===== src/rtl/hk_pkg.sv =====
// Shared types and widths for the H/K constant-memory controller.
package hk_pkg;
  localparam int unsigned H_AW = 3;
  localparam int unsigned K_AW = 6;
  localparam int unsigned HK_W = 32;

  typedef enum logic [2:0] {
    COPY = 3'd0,
    IDLE = 3'd1,
    WAIT = 3'd2,
    RESP = 3'd3,
    ERR  = 3'd4
  } state_t;

  typedef enum logic {
    HSEL = 1'b0,
    KSEL = 1'b1
  } sel_t;
endpackage


===== src/rtl/hk_mem_ctrl_if.sv =====
// Bundle of memory-side and requester-side signals around hk_mem_ctrl.
interface hk_mem_ctrl_if;
  import hk_pkg::*;

  logic              REINIT;
  logic              MEM_COPY_ROM;
  logic              MEM_COPY_DONE;
  logic              MEM_HK_SEL;
  logic [H_AW-1:0]   MEM_H_ADDR;
  logic [K_AW-1:0]   MEM_K_ADDR;
  logic [HK_W-1:0]   MEM_HK;
  logic              READY;
  logic              COPY_ERR;
  logic              H_REQ;
  logic [H_AW-1:0]   H_RADDR;
  logic              H_GNT;
  logic              H_VALID;
  logic              K_REQ;
  logic [K_AW-1:0]   K_RADDR;
  logic              K_GNT;
  logic              K_VALID;
  logic [HK_W-1:0]   RD_DATA;

  // Controller side
  modport slave (
    input  REINIT, MEM_COPY_DONE, MEM_HK, H_REQ, H_RADDR, K_REQ, K_RADDR,
    output MEM_COPY_ROM, MEM_HK_SEL, MEM_H_ADDR, MEM_K_ADDR, READY, COPY_ERR,
           H_GNT, H_VALID, K_GNT, K_VALID, RD_DATA
  );

  // Environment side (memory + requesters)
  modport master (
    output REINIT, MEM_COPY_DONE, MEM_HK, H_REQ, H_RADDR, K_REQ, K_RADDR,
    input  MEM_COPY_ROM, MEM_HK_SEL, MEM_H_ADDR, MEM_K_ADDR, READY, COPY_ERR,
           H_GNT, H_VALID, K_GNT, K_VALID, RD_DATA
  );
endinterface


===== src/rtl/hk_rr_arb.sv =====
// Two-way round-robin arbiter: on a tie the side that was not granted last wins.
module hk_rr_arb
  import hk_pkg::*;
(
  input  logic req_h_i,
  input  logic req_k_i,
  input  sel_t last_i,
  output logic gnt_h_o,
  output logic gnt_k_o
);
  always_comb begin
    gnt_h_o = req_h_i && (!req_k_i || (last_i == KSEL));
    gnt_k_o = req_k_i && !gnt_h_o;
  end
endmodule


===== src/rtl/hk_mem_ctrl.sv =====
// Sequences the ROM-to-RAM copy after reset, then arbitrates H/K reads over the
// single HK read port, holding selector/address for READ_LAT cycles.
module hk_mem_ctrl
  import hk_pkg::*;
#(
  parameter int unsigned READ_LAT     = 1,
  parameter int unsigned COPY_TIMEOUT = 1024
) (
  input  logic          CLK,
  input  logic          RST_N,
  hk_mem_ctrl_if.slave  bus
);
  localparam logic [15:0] TMO_LAST = 16'(COPY_TIMEOUT - 1);
  localparam logic [2:0]  LAT_LAST = 3'(READ_LAT - 1);

  state_t            state_q, state_d;
  sel_t              last_q, last_d;
  sel_t              sel_q, sel_d;
  logic [H_AW-1:0]   haddr_q, haddr_d;
  logic [K_AW-1:0]   kaddr_q, kaddr_d;
  logic [HK_W-1:0]   rdata_q, rdata_d;
  logic [15:0]       tmo_q, tmo_d;
  logic [2:0]        lat_q, lat_d;
  logic              pend_q, pend_d;
  logic              arb_h, arb_k;

  hk_rr_arb u_arb (
    .req_h_i (bus.H_REQ),
    .req_k_i (bus.K_REQ),
    .last_i  (last_q),
    .gnt_h_o (arb_h),
    .gnt_k_o (arb_k)
  );

  always_ff @(posedge CLK or negedge RST_N) begin
    if (!RST_N) begin
      state_q <= COPY;
      last_q  <= KSEL;
      sel_q   <= HSEL;
      haddr_q <= '0;
      kaddr_q <= '0;
      rdata_q <= '0;
      tmo_q   <= '0;
      lat_q   <= '0;
      pend_q  <= 1'b0;
    end else begin
      state_q <= state_d;
      last_q  <= last_d;
      sel_q   <= sel_d;
      haddr_q <= haddr_d;
      kaddr_q <= kaddr_d;
      rdata_q <= rdata_d;
      tmo_q   <= tmo_d;
      lat_q   <= lat_d;
      pend_q  <= pend_d;
    end
  end

  always_comb begin
    state_d = state_q;
    last_d  = last_q;
    sel_d   = sel_q;
    haddr_d = haddr_q;
    kaddr_d = kaddr_q;
    rdata_d = rdata_q;
    tmo_d   = '0;
    lat_d   = lat_q;
    pend_d  = pend_q;
    unique case (state_q)
      COPY: begin
        if (bus.MEM_COPY_DONE)     state_d = IDLE;
        else if (tmo_q == TMO_LAST) state_d = ERR;
        else                        tmo_d   = tmo_q + 16'd1;
      end
      ERR: begin
        if (bus.REINIT) state_d = COPY;
      end
      IDLE: begin
        if (bus.REINIT) begin
          state_d = COPY;
        end else if (arb_h) begin
          sel_d   = HSEL;
          last_d  = HSEL;
          haddr_d = bus.H_RADDR;
          state_d = WAIT;
        end else if (arb_k) begin
          sel_d   = KSEL;
          last_d  = KSEL;
          kaddr_d = bus.K_RADDR;
          state_d = WAIT;
        end
      end
      WAIT: begin
        // REINIT seen mid-read is remembered so the read still completes first.
        // Data is captured on the last hold cycle so RD_DATA is valid with the strobe.
        pend_d = pend_q | bus.REINIT;
        if (lat_q == LAT_LAST) begin
          lat_d   = '0;
          rdata_d = bus.MEM_HK;
          state_d = RESP;
        end else begin
          lat_d = lat_q + 3'd1;
        end
      end
      RESP: begin
        pend_d  = 1'b0;
        state_d = (bus.REINIT || pend_q) ? COPY : IDLE;
      end
      default: state_d = COPY;
    endcase
  end

  always_comb begin
    bus.MEM_COPY_ROM = (state_q == COPY);
    bus.READY        = (state_q == IDLE) || (state_q == WAIT) || (state_q == RESP);
    bus.COPY_ERR     = (state_q == ERR);
    bus.H_GNT        = (state_q == IDLE) && !bus.REINIT && arb_h;
    bus.K_GNT        = (state_q == IDLE) && !bus.REINIT && arb_k;
    bus.H_VALID      = (state_q == RESP) && (sel_q == HSEL);
    bus.K_VALID      = (state_q == RESP) && (sel_q == KSEL);
    bus.MEM_HK_SEL   = sel_q;
    bus.MEM_H_ADDR   = haddr_q;
    bus.MEM_K_ADDR   = kaddr_q;
    bus.RD_DATA      = rdata_q;
  end
endmodule


===== src/flat_wrapper.sv =====
// flat-port wrapper written by rule: the top's interface ports become plain ports
module hk_mem_ctrl_flat import hk_pkg::*;
#(
  parameter int unsigned READ_LAT     = 1,
  parameter int unsigned COPY_TIMEOUT = 1024
)
  (CLK, RST_N, bus_REINIT, bus_MEM_COPY_DONE, bus_MEM_HK, bus_H_REQ, bus_H_RADDR, bus_K_REQ, bus_K_RADDR, bus_MEM_COPY_ROM, bus_MEM_HK_SEL, bus_MEM_H_ADDR, bus_MEM_K_ADDR, bus_READY, bus_COPY_ERR, bus_H_GNT, bus_H_VALID, bus_K_GNT, bus_K_VALID, bus_RD_DATA);
  hk_mem_ctrl_if bus_i ();
  input  logic CLK;
  input  logic RST_N;
  input wire logic [$bits(bus_i.REINIT)-1:0] bus_REINIT;
  input wire logic [$bits(bus_i.MEM_COPY_DONE)-1:0] bus_MEM_COPY_DONE;
  input wire logic [$bits(bus_i.MEM_HK)-1:0] bus_MEM_HK;
  input wire logic [$bits(bus_i.H_REQ)-1:0] bus_H_REQ;
  input wire logic [$bits(bus_i.H_RADDR)-1:0] bus_H_RADDR;
  input wire logic [$bits(bus_i.K_REQ)-1:0] bus_K_REQ;
  input wire logic [$bits(bus_i.K_RADDR)-1:0] bus_K_RADDR;
  output wire logic [$bits(bus_i.MEM_COPY_ROM)-1:0] bus_MEM_COPY_ROM;
  output wire logic [$bits(bus_i.MEM_HK_SEL)-1:0] bus_MEM_HK_SEL;
  output wire logic [$bits(bus_i.MEM_H_ADDR)-1:0] bus_MEM_H_ADDR;
  output wire logic [$bits(bus_i.MEM_K_ADDR)-1:0] bus_MEM_K_ADDR;
  output wire logic [$bits(bus_i.READY)-1:0] bus_READY;
  output wire logic [$bits(bus_i.COPY_ERR)-1:0] bus_COPY_ERR;
  output wire logic [$bits(bus_i.H_GNT)-1:0] bus_H_GNT;
  output wire logic [$bits(bus_i.H_VALID)-1:0] bus_H_VALID;
  output wire logic [$bits(bus_i.K_GNT)-1:0] bus_K_GNT;
  output wire logic [$bits(bus_i.K_VALID)-1:0] bus_K_VALID;
  output wire logic [$bits(bus_i.RD_DATA)-1:0] bus_RD_DATA;
  assign bus_i.REINIT = bus_REINIT;
  assign bus_i.MEM_COPY_DONE = bus_MEM_COPY_DONE;
  assign bus_i.MEM_HK = bus_MEM_HK;
  assign bus_i.H_REQ = bus_H_REQ;
  assign bus_i.H_RADDR = bus_H_RADDR;
  assign bus_i.K_REQ = bus_K_REQ;
  assign bus_i.K_RADDR = bus_K_RADDR;
  assign bus_MEM_COPY_ROM = bus_i.MEM_COPY_ROM;
  assign bus_MEM_HK_SEL = bus_i.MEM_HK_SEL;
  assign bus_MEM_H_ADDR = bus_i.MEM_H_ADDR;
  assign bus_MEM_K_ADDR = bus_i.MEM_K_ADDR;
  assign bus_READY = bus_i.READY;
  assign bus_COPY_ERR = bus_i.COPY_ERR;
  assign bus_H_GNT = bus_i.H_GNT;
  assign bus_H_VALID = bus_i.H_VALID;
  assign bus_K_GNT = bus_i.K_GNT;
  assign bus_K_VALID = bus_i.K_VALID;
  assign bus_RD_DATA = bus_i.RD_DATA;
  hk_mem_ctrl #(.READ_LAT(READ_LAT), .COPY_TIMEOUT(COPY_TIMEOUT)) u_core (.CLK(CLK), .RST_N(RST_N), .bus(bus_i));
endmodule

===== config.mk =====
export PLATFORM = sky130hd
export DESIGN_NAME = hk_mem_ctrl_flat
export DESIGN_NICKNAME = d
export VERILOG_FILES = /design/src/rtl/hk_pkg.sv /design/src/rtl/hk_mem_ctrl_if.sv /design/src/rtl/hk_rr_arb.sv /design/src/rtl/hk_mem_ctrl.sv /design/src/flat_wrapper.sv
export SDC_FILE = /design/constraint.sdc
export NUM_CORES = 1
export LEC_CHECK = 0
export ABC_AREA = 1
export BUFFER_PORTS_ARGS = -buffer_cell sky130_fd_sc_hd__buf_2
export CORE_MARGIN = 4
export CORE_UTILIZATION = 54
export DETAILED_ROUTE_END_ITERATION = 7
export GPL_TIMING_DRIVEN = 0
export PLACE_DENSITY = 0.83
export SETUP_SLACK_MARGIN = 0.4
export SLEW_MARGIN = 20
export SYNTH_ARGS = -nofsm -noshare
export SYNTH_HDL_FRONTEND = slang
export SYNTH_SLANG_ARGS = --single-unit

===== constraint.sdc =====
create_clock -name CLK -period 3.8 [get_ports CLK]
set_input_delay 0.76 -clock CLK [delete_from_list [all_inputs] [get_ports CLK]]
set_output_delay 0.76 -clock CLK [all_outputs]
set_load 0.02 [all_outputs]

Word level (Yosys, flattened, before mapping) --
Index checks and enable logic that the tools add are counted.
Storage, ports and cells: flip-flop bits (word level) 66, latch bits 0, RAM bits 0, memory bits (read-only) 0, output and inout bits 49, logic and storage cells 63, memories kept 0
Operators by class: $add $sub $neg 2, multiply operators 0, divide/modulo/power cells 0, magnitude comparators 0, equality and inequality tests 9, shift-type cells 0, mux-type cells 16, bitwise logic cells 4, reductions and logical operators 23
Operators with widths (count):
- two-way mux 16 bit | 3
- two-way mux 3 bit | 8
- adder 16 x 1 -> 16 bit, second input constant | 1
- equality test 16 x 10 -> 1 bit, second input constant | 1
- one-hot mux 3 bit (5 select lines) | 1
- AND reduction 4 bit | 2
- logical AND 1 bit | 7
- equality test 3 x 2 -> 1 bit, second input constant | 2
- logical NOT 3 bit | 2
- AND reduction 3 bit | 2
- logical OR 1 bit | 4
- != test 4 x 2 -> 1 bit, second input constant | 1
- nonzero test 2 bit | 2
- adder 3 x 1 -> 3 bit, second input constant | 1
- equality test 3 x 1 -> 1 bit, second input constant | 1
- equality test 3 bit, second input constant | 1
- logical NOT 1 bit | 3
- two-way mux 1 bit | 3
- != test 3 x 2 -> 1 bit, second input constant | 1
- inverter 1 bit | 3
- != test 2 x 1 -> 1 bit, second input constant | 1
- != test 2 bit, second input constant | 1
- one-hot mux 1 bit (2 select lines) | 1
- AND reduction 2 bit | 1
- bitwise OR 1 bit | 1

Depth between registers and ports, before layout --
Gate-level depths: netlist (run 1).
depth in word-level cells 9, gate-level depth with buffers 9

Modules after synthesis --
A second synthesis (run 1) with hierarchy kept.
Unflattened totals: cells, all modules 378, area, all modules 3062.9 µm²
Modules (own cells, without submodules):
- hk_mem_ctrl | instances 1, cells each 374, area an instance 3035.4 µm², sequential area each 1652.8 µm²
- hk_rr_arb | instances 1, cells each 4, area an instance 27.5 µm², sequential area each 0.0 µm²

Worst setup path after synthesis (run 1) --
OpenSTA, ideal clock, no wires.
path type input -> output, start point input port bus_REINIT, end point output port bus_K_GNT, arrival time 1.351 ns, data required time 3.040 ns, path slack 1.689 ns, stages 5, path buffers 0, path through nor2_1 nand3_1 inv_2 nand2_2 inv_1
Between the ends: word-level cells in the longest chain between the ends 3
Ends and longest elaborated chain:
- start: declaration | line flat_wrapper.sv:11 | input wire logic [$bits(bus_i.REINIT)-1:0] bus_REINIT;
- logical NOT 1 bit | line hk_mem_ctrl.sv:118 | bus.K_GNT = (state_q == IDLE) && !bus.REINIT && arb_k;
- logical AND 1 bit (2 in series) | line hk_mem_ctrl.sv:118
- end: declaration | line flat_wrapper.sv:26 | output wire logic [$bits(bus_i.K_GNT)-1:0] bus_K_GNT;
No other way between the ends.

Worst setup path after layout (run 1) --
Same ends and word-level chain as after synthesis.

==> reports/results.ini, run 1 <==
[clock_tree]
hold_buffers=0
root_buffer=clkbuf_8
numCtsBuffers=9
tritoncts=yes
cts_resized=0
htree_levels=3
cts.sinks=66
post_cts_buffers=0
cts_buffer_depth=2
clkLatencyLatePin_ns=0.34
path_clk_slew_ns=0.07

[sta]
finalHoldViolations=0
fin_tns_setup_ns=0
final_max_slew_viol_count=0
worst_pin_slew_ns=0.315
finalCriticalPeriod_ns=2.40
max_freq_ghz=0.417
skew_ns=0.00794
setup-violations-final=0
post-route-period-util=0.632
timing.hold.ws_ns=0.313
slew_headroom=0.790
rsz0062_at_grt=no

[synth]
avgSynthCellArea_sq_um=7.85
netlist_area_sq_um=3000
synth_cell_types=23
synth-seq-cells=66
synth.net_count=432
seq_area_frac_synth=0.551
ys_warn_count=0
netlist_instances=382

[drt]
via_count=2715
drt_iter0_drc=128
drt-pass1-iter-count=5
wl_per_cell_um=11.8
drc=0
postRouteAntennaNets=0
via_per_inst=4.81
wirelength_um=6630

[worst_setup_path]
crit_start=bus_REINIT
critPathArrivalTime_ns=1.64
critical_path_class=primary input to output port
r2r-end=u_core.tmo_q[9]
start_kind=primary input
worst_setup_path_end_kind=output port
reg2reg_slack_ns=2.28
crit_fanout=7
r2r_cells=8
worstPathRequired_ns=3.04
rr_startpoint=u_core.tmo_q[0]

[placement]
routabilityCongestion=0.873
port_buffers=95
dp_hpwl_um=5020

[cells_and_area]
final_common_cell=nand2_1
fillers=421
layout.cells.most_common_list=nand2_1, buf_2, dfrtp_1
nNetsFinal=539
drive_gt1_frac=0.265
num_antenna_cells=0
area_growth_pct=25.7

[floorplanning]
initial_utilization=0.573
coreArea_sq_um=5240
die_h_um=82.5
die_x_um=82.5
rows=26
io_pins=96
die-area_sq_um=6810

[global_route]
grt_pass1_vias=2594
gr-total-overflow=0
grt_pass1_wl_um=11000
grt_usage=0.213
antenna_found_initial=0
grt_max_degree=44

[power_and_ir_drop]
ir_drop_v=0.000552
power_density_nw_per_um2=754
leakage_uw=0.00217

[outcome]
status=complete, no violations

[flow_run]
max-cap-violations=0

[min_path]
hold_class=primary input to async pin

==> critical path, stage by stage <==
cell	delay [ns]
buf_2	0.11
nor2_1	0.08
nand3_1	0.12
inv_2	0.11
nand2_2	0.10
inv_1	0.16
buf_2	0.19
==> Yosys cell counts, drive strengths merged <==
master  number  share of area
xor2         2         0.0058
nand4        1         0.0021
nand3b       1         0.0025
nand3       11          0.023
a21o         1         0.0025
nand2      181           0.23
ha           3          0.013
nor2        53          0.075
inv         36          0.045
dfstp        1         0.0088
clkinv       1         0.0017
buf          6          0.016
o21ai        7          0.012
a31oi        1         0.0021
nor3         5         0.0083
a21oi        7          0.012
dfrtp       65           0.54
==> where the power goes <==
group	leakage (uW)	switching, uW	internal (uW)
Combinational	0.00123	773	398
Clock	0.0000975	260	302
Sequential	0.000844	148	962
==> cell families after synthesis <==
logic type               Yosys count  share of synthesized area
AND/OR/NAND/NOR                  252                      0.340
flip-flops                        66                      0.551
buffers and inverters             43                     0.0630
AO/OA/AOI/OAI                     16                     0.0279
adder cells (fa/ha/maj)            3                     0.0125
XOR/XNOR                           2                    0.00584
==> per-layer routing <==
layer,share of wire,vias up,track usage
li1,-,1374,-
met4,0.019,0,0.0866
met2,0.49,74,0.349
met1,0.44,1257,0.273
met3,0.056,10,0.0477
met5,0,-,0
==> registers in the layout (all words and copies together), names as in the netlist <==
name / flops
u_core.bus.RD_DATA: 32
u_core.bus.MEM_K_ADDR: 6
u_core.pend_q: 1
u_core.lat_q: 3
u_core.bus.MEM_H_ADDR: 3
u_core.state_q: 3
u_core.last_q: 1
u_core.bus.MEM_HK_SEL: 1
u_core.tmo_q: 16
==> how the worst max path moves through the flow <==
stage,to,depth (start not counted),slack (ns)
after floorplan,bus_K_GNT,5,1.69
after global placement,bus_K_GNT,7,1.39
after detailed placement,bus_K_GNT,7,1.39
after CTS,bus_K_GNT,7,1.39
after global routing,bus_K_GNT,7,1.30
final,bus_K_GNT,7,1.40
==> final cells by class <==
type / count / area (sq um) / area share
clock inverter: 5 / 53.8 / 0.0143
clock buffer: 11 / 131 / 0.0348
buffer: 6 / 48.8 / 0.0129
tap: 70 / 87.6 / 0.0232
inverter: 37 / 140 / 0.0372
multi-input combinational: 273 / 1160 / 0.307
sequential: 66 / 1650 / 0.438
timing repair buffer: 96 / 498 / 0.132
==> stage by stage <==
step | util | total power (uW) | setup slack (ns) | std cells | instance area [sq um]
2_1_floorplan | - | 1880 | 1.69 | 382 | 3000
3_3_place_gp | 0.680 | 2260 | 1.39 | 547 | 3560
3_5_place_dp | 0.685 | 2300 | 1.39 | 548 | 3590
4_1_cts | 0.720 | 2870 | 1.39 | 564 | 3770
5_1_grt | 0.720 | 3060 | 1.30 | 564 | 3770
6_report | 0.720 | 2840 | 1.40 | 564 | 3770
(Power assumes the default switching activity.)
==> run 2, diff against run 1 <==
--- a/config.mk
+++ b/config.mk
@@ -5,13 +5,13 @@
 export SDC_FILE = /design/constraint.sdc
 export NUM_CORES = 1
 export LEC_CHECK = 0
-export ABC_AREA = 1
+export ABC_AREA = 0
 export BUFFER_PORTS_ARGS = -buffer_cell sky130_fd_sc_hd__buf_2
 export CORE_MARGIN = 4
-export CORE_UTILIZATION = 54
+export CORE_UTILIZATION = 50
 export DETAILED_ROUTE_END_ITERATION = 7
 export GPL_TIMING_DRIVEN = 0
-export PLACE_DENSITY = 0.83
+export PLACE_DENSITY = 0.79
 export SETUP_SLACK_MARGIN = 0.4
 export SLEW_MARGIN = 20
 export SYNTH_ARGS = -nofsm -noshare
==> constraint.sdc (replaced) <==
create_clock -name CLK -period 2.5 [get_ports CLK]
set_input_delay 0.5 -clock CLK [delete_from_list [all_inputs] [get_ports CLK]]
set_output_delay 0.5 -clock CLK [all_outputs]
set_load 0.02 [all_outputs]
==> run 2 against run 1 <==
Net effect: global-route usage is 4.0 points lower; register-to-register slack worse by 1.7 ns; sequential share of layout area is 0.33 points higher; cell count is 25% lower; critical endpoint unchanged; highest routed layer unchanged.
==> reports/results.ini, run 2 <==
[cells_and_area]
fillers=429
largest_register_ffs=32
nNetsFinal=397
seq_area_sq_um=1650
final_common_cell=buf_2
num_antenna_cells=0
area_growth_pct=33.3
multi_input_area_sq_um=1130
layout.cells.most_common_list=buf_2, dfrtp_1, mux2_2
drive_gt1_frac=0.509

[synth]
ys_warn_count=0
synth-seq-cells=66
avgSynthCellArea_sq_um=12.5
synth_compound_area_frac=0.0557
synth_edf_count=0
synth.net_count=275
synth_top_family_by_area=multiplexers
seq_area_frac_synth=0.588
async_reset_ff_frac=1.00
yosys.area_share.simple=0.133
synth-xor-area-share=0.0280
synth_commonest_cells=dfrtp_1, mux2_2, nand2_1
synth_top_area_share=0.579
synth-main-ff-cell=dfrtp_1
synth.most_common_cell=dfrtp_1
netlist_instances=225
netlist_top_cells_area=dfrtp_1, mux2_2, nand2_1
synth_adder_area_share=0.0134
synth_cell_types=34
netlist_area_sq_um=2810
synth_top_area_cell=dfrtp_1
muxShareOfSynthArea=0.163

[global_route]
grt_pass1_wl_um=9750
grt_util_met3=0.0486
grt_util_met1=0.195
grt_max_degree=46
grt_busiest_layer=met2
gr-total-overflow=0
grt_pass1_vias=2183
antenna_found_initial=0
grt_usage=0.173
gr-usage-met2=0.299

[floorplanning]
rows=27
die_h_um=83.0
io_pins=96
die-area_sq_um=6880
initial_utilization=0.513
coreArea_sq_um=5470
die_x_um=83.0

[sta]
max_freq_ghz=0.454
final_max_slew_viol_count=0
skew_ns=0.00775
fin_tns_setup_ns=0
finalCriticalPeriod_ns=2.20
setup-violations-final=0
worst_pin_slew_ns=0.540
post-route-period-util=0.881
slew_headroom=0.640
rsz0062_at_grt=yes
finalHoldViolations=0

[worst_setup_path]
r2r-end=u_core.state_q[0]
r2r_cells=4
cp_cell_sequence=buf_6 > nor4b_4 > nand2_1 > a21o_1 > clkbuf_8 > inv_2 > buf_6
worstPathRequired_ns=2.00
crit_slowest_cell=dfrtp_1
crit_family=buffers and inverters
rr_startpoint=u_core.tmo_q[12]
crit_buf_inv=4
crit_fanout=2
critPathMaxStageDelay_ns=0.39
worst_setup_path_end_kind=output port
critPathArrivalTime_ns=1.70
critPathMostFrequentCell=buf_6
start_kind=flip-flop
critical_path_class=flip-flop to output port
reg2reg_slack_ns=0.53

[power_and_ir_drop]
switchingPower_uw=1600
sw_frac_of_total=0.380
power.clock.fraction=0.179
p_comb_frac=0.426
leakage_uw=0.00183
power_density_nw_per_um2=1120
p_int_uw=2610
ir_drop_v=0.000698
seqPwrFrac=0.394
power_uw=4210

[drt]
wl_per_cell_um=13.8
via_per_inst=5.00
drc=0
drt-pass1-iter-count=4
wirelength_um=5840
via_count=2121
drt_iter0_drc=65
postRouteAntennaNets=0

[clock_tree]
root_buffer=clkbuf_8
cts.sinks=66
cts_buffer_depth=2
path_clk_slew_ns=0.07
clkLatencyLatePin_ns=0.33
tritoncts=yes
htree_levels=3
numCtsBuffers=9

[min_path]
hold_class=primary input to async pin

[flow_run]
max-cap-violations=0

[outcome]
status=complete, no violations

[placement]
routabilityCongestion=0.719
dp_hpwl_um=4200
port_buffers=95

## run 2: cell count changes after synthesis, sizes merged, moves of 3 or more
cell and change:
clkbuf +3, inv -30, mux2 +39, nand2 -160, nand3 -8, nand4 +4, nor2 -38, nor2b +3
or3 +5, xnor2 +3, xor2 +4
## run 2: worst reg2reg max path: cells and delay by family (launching register included)
kind / cells / cell delay, ns
AND/OR/NAND/NOR: 2 / 0.76
flip-flops: 1 / 0.42
multiplexers: 1 / 0.33
AO/OA/AOI/OAI: 1 / 0.35
## run 2: metal layers
metal	part of all wire	vias to the layer above
li1	-	1030
met1	0.40	1029
met2	0.52	52
met3	0.054	10
met4	0.017	0
met5	0	-
## run 2: worst max path at each step
stage	endpoint	start	cells after the start	slack, ns
2_1_floorplan	bus_K_GNT	u_core.state_q[2]	6	0.49
3_3_place_gp	bus_K_GNT	bus_REINIT	7	0.21
3_5_place_dp	bus_K_GNT	bus_REINIT	7	0.19
4_1_cts	bus_K_GNT	u_core.state_q[2]	7	0.29
5_1_grt	bus_K_GNT	u_core.state_q[2]	7	0.22
6_report	bus_K_GNT	u_core.state_q[2]	7	0.30
## run 2: layout make-up
| type | count | area share |
|---|---|---|
| clock buffers | 11 | 0.0351 |
| well taps | 72 | 0.0240 |
| clock inverters | 5 | 0.00835 |
| repair buffers | 111 | 0.170 |
| inverters | 6 | 0.00601 |
| multi-input cells | 146 | 0.303 |
| flip-flops and latches | 66 | 0.442 |
| plain buffers | 7 | 0.0124 |
## run 2: power by group through the flow
stage / clock [uW] / sequential (uW) / combinational, uW
after CTS: 768 / 1660 / 1780
after detailed placement: 0 / 1680 / 1690
after global routing: 827 / 1710 / 1920
after global placement: 0 / 1660 / 1650
final: 753 / 1660 / 1790
after floorplan: 0 / 2110 / 670
## run 2: logic make-up (layout without fill, tap and decap cells)
kind of cell	after synthesis	in the layout
and+or+nand+nor	69	69
DFF	66	66
adders and majority gates	3	3
AOI/OAI and AO/OA	24	24
buffers and inverters	13	140
xor gates and xnor gates	9	9
muxes	41	41
## run 2: timing repair
item | CTS | global route
endpoints found under the setup margin | 3 | 5
buffers inserted | 9 | 6
endpoints found under the hold margin | 0 | 0
resized for setup | 13 | 6
hold buffers | 0 | 0
pin swaps | 4 | 3
## run 2: stage by stage
step	cell area [sq um]	hold slack, ns	instances	setup slack (ns)	utilization
4_1_cts	3680	0.0592	418	0.290	0.672
5_1_grt	3750	0.0599	424	0.216	0.684
3_5_place_dp	3410	0.417	393	0.194	0.622
6_report	3750	0.0559	424	0.297	0.684
2_1_floorplan	2810	0.204	225	0.490	-
3_3_place_gp	3380	0.456	392	0.208	0.617
==> run 3, diff against run 2 <==
--- a/config.mk
+++ b/config.mk
@@ -12,7 +12,6 @@
 export DETAILED_ROUTE_END_ITERATION = 7
 export GPL_TIMING_DRIVEN = 0
 export PLACE_DENSITY = 0.79
-export SETUP_SLACK_MARGIN = 0.4
 export SLEW_MARGIN = 20
 export SYNTH_ARGS = -nofsm -noshare
 export SYNTH_HDL_FRONTEND = slang
==> constraint.sdc (replaced) <==
create_clock -name CLK -period 2.5 [get_ports CLK]
set_input_delay 0.75 -clock CLK [delete_from_list [all_inputs] [get_ports CLK]]
set_output_delay 0.75 -clock CLK [all_outputs]
set_load 0.02 [all_outputs]
==> run 3 against run 2 <==
Net effect: fmax fell by 11%; die area unchanged; sequential power is essentially flat; clock skew down 0.0020 ns; final area hardly changed; worst hold slack better by 0.25 ns; cell count up 0.47%; worst setup slack got worse by 0.27 ns; flip-flop and latch count did not move; first-iteration DRC count grew 22%; critical endpoint is now bus_H_GNT; largest cell class unchanged.
==> reports/results.ini, run 3 (same netlist as run 2, synthesis figures left out) <==
[cells_and_area]
area_growth_pct=33.2
fillers=429
layout.cells.most_common_list=buf_2, dfrtp_1, mux2_2
num_antenna_cells=0
largest_register_ffs=32
drive_gt1_frac=0.514
final_common_cell=buf_2
layout.cells.non_filler=426
nNetsFinal=399

[global_route]
gr-total-overflow=0
grt_max_degree=46
antenna_found_initial=0
grt_pass1_vias=2187
grt_usage=0.176
grt_pass1_wl_um=9870

[worst_setup_path]
critical_path_class=primary input to output port
start_kind=primary input
worstPathRequired_ns=1.75
critPathArrivalTime_ns=1.72
crit_fanout=4
worst_setup_path_end_kind=output port

[floorplanning]
io_pins=96
rows=27
die_x_um=83.0
coreArea_sq_um=5470
die_h_um=83.0
die-area_sq_um=6880
initial_utilization=0.513

[drt]
wirelength_um=5990
drt_iter0_drc=79
postRouteAntennaNets=0
via_count=2139
via_per_inst=5.02
wl_per_cell_um=14.1
drc=0
drt-pass1-iter-count=4

[sta]
setup-violations-final=0
skew_ns=0.00576
final_max_slew_viol_count=0
timing.final.ws_setup_ns=0.0266
post-route-period-util=0.989
timing.hold.ws_ns=0.308
slew_headroom=0.640
finalHoldViolations=0
finalCriticalPeriod_ns=2.47
max_freq_ghz=0.404
worst_pin_slew_ns=0.540

[power_and_ir_drop]
power_uw=4190
power_density_nw_per_um2=1120
leakage_uw=0.00184
ir_drop_v=0.000698

[placement]
dp_hpwl_um=4200
routabilityCongestion=0.719
dp.cells=393
place_ws_ns=-0.306
port_buffers=95

[clock_tree]
htree_levels=3
cts_buffer_depth=2
numCtsBuffers=9
tritoncts=yes
hold_buffers=0
clkLatencyLatePin_ns=0.33
cts.sinks=66
path_clk_slew_ns=0.07
root_buffer=clkbuf_8

[outcome]
status=complete, no violations

[flow_run]
max-cap-violations=0

[min_path]
hold_class=primary input to async pin

==> run 3: power breakdown <==
group / internal (uW) / switching (uW) / total [uW]
clock network: 357 / 393 / 750
registers: 1470 / 203 / 1670
logic: 770 / 999 / 1770
==> run 3: path summary, 6_finish.rpt <==
check,slack [ns],endpoint,cells past startpoint,start
max,0.03,bus_H_GNT,6,bus_REINIT
min reg2reg,0.48,u_core.bus.MEM_H_ADDR[1],2,u_core.bus.MEM_H_ADDR[1]
min,0.31,u_core.tmo_q[13],1,RST_N
min in group CLK,0.48,u_core.bus.MEM_H_ADDR[1],2,u_core.bus.MEM_H_ADDR[1]
max in group asynchronous,1.63,u_core.last_q,2,RST_N
max reg2reg,0.12,u_core.last_q,14,u_core.state_q[2]
==> run 3: critical path, cell delays in order <==
cell and delay [ns]:
buf_2 0.13, nor4b_4 0.34, buf_4 0.20, nand3_4 0.09, inv_2 0.08, buf_4 0.13
==> run 3: area by class of cell <==
type	instances	area, sq um	share of cell area
Sequential cell	66	1650	0.442
Multi-Input combinational cell	146	1140	0.303
Timing Repair Buffer	114	649	0.173
Clock buffer	11	131	0.0351
Tap cell	72	90.1	0.0241
Clock inverter	5	31.3	0.00836
Buffer	6	28.8	0.00769
Inverter	6	22.5	0.00602
==> run 3: per-stage QoR <==
step	area, sq um	utilization	TNS (ns)
after floorplan	2810	-	0
after global placement	3380	0.617	-0.468
after detailed placement	3410	0.622	-0.496
after CTS	3700	0.677	0
after global routing	3740	0.684	-0.0163
final	3740	0.684	0
==> run 3: repair_timing <==
action / 4_1_cts / 5_1_grt
setup buffers: 15 / 3
resized for setup: 7 / 7
endpoints found under the setup margin: 2 / 3
pin swaps: 2 / 1
==> run 3: per-layer routing <==
| layer | wire length (um) | global-route usage | up-vias |
|---|---|---|---|
| li1 | - | - | 1031 |
| met1 | 2350 | 0.198 | 1044 |
| met2 | 3210 | 0.304 | 52 |
| met3 | 304 | 0.0486 | 12 |
| met4 | 120 | 0.0877 | 0 |
| met5 | 0 | 0 | - |
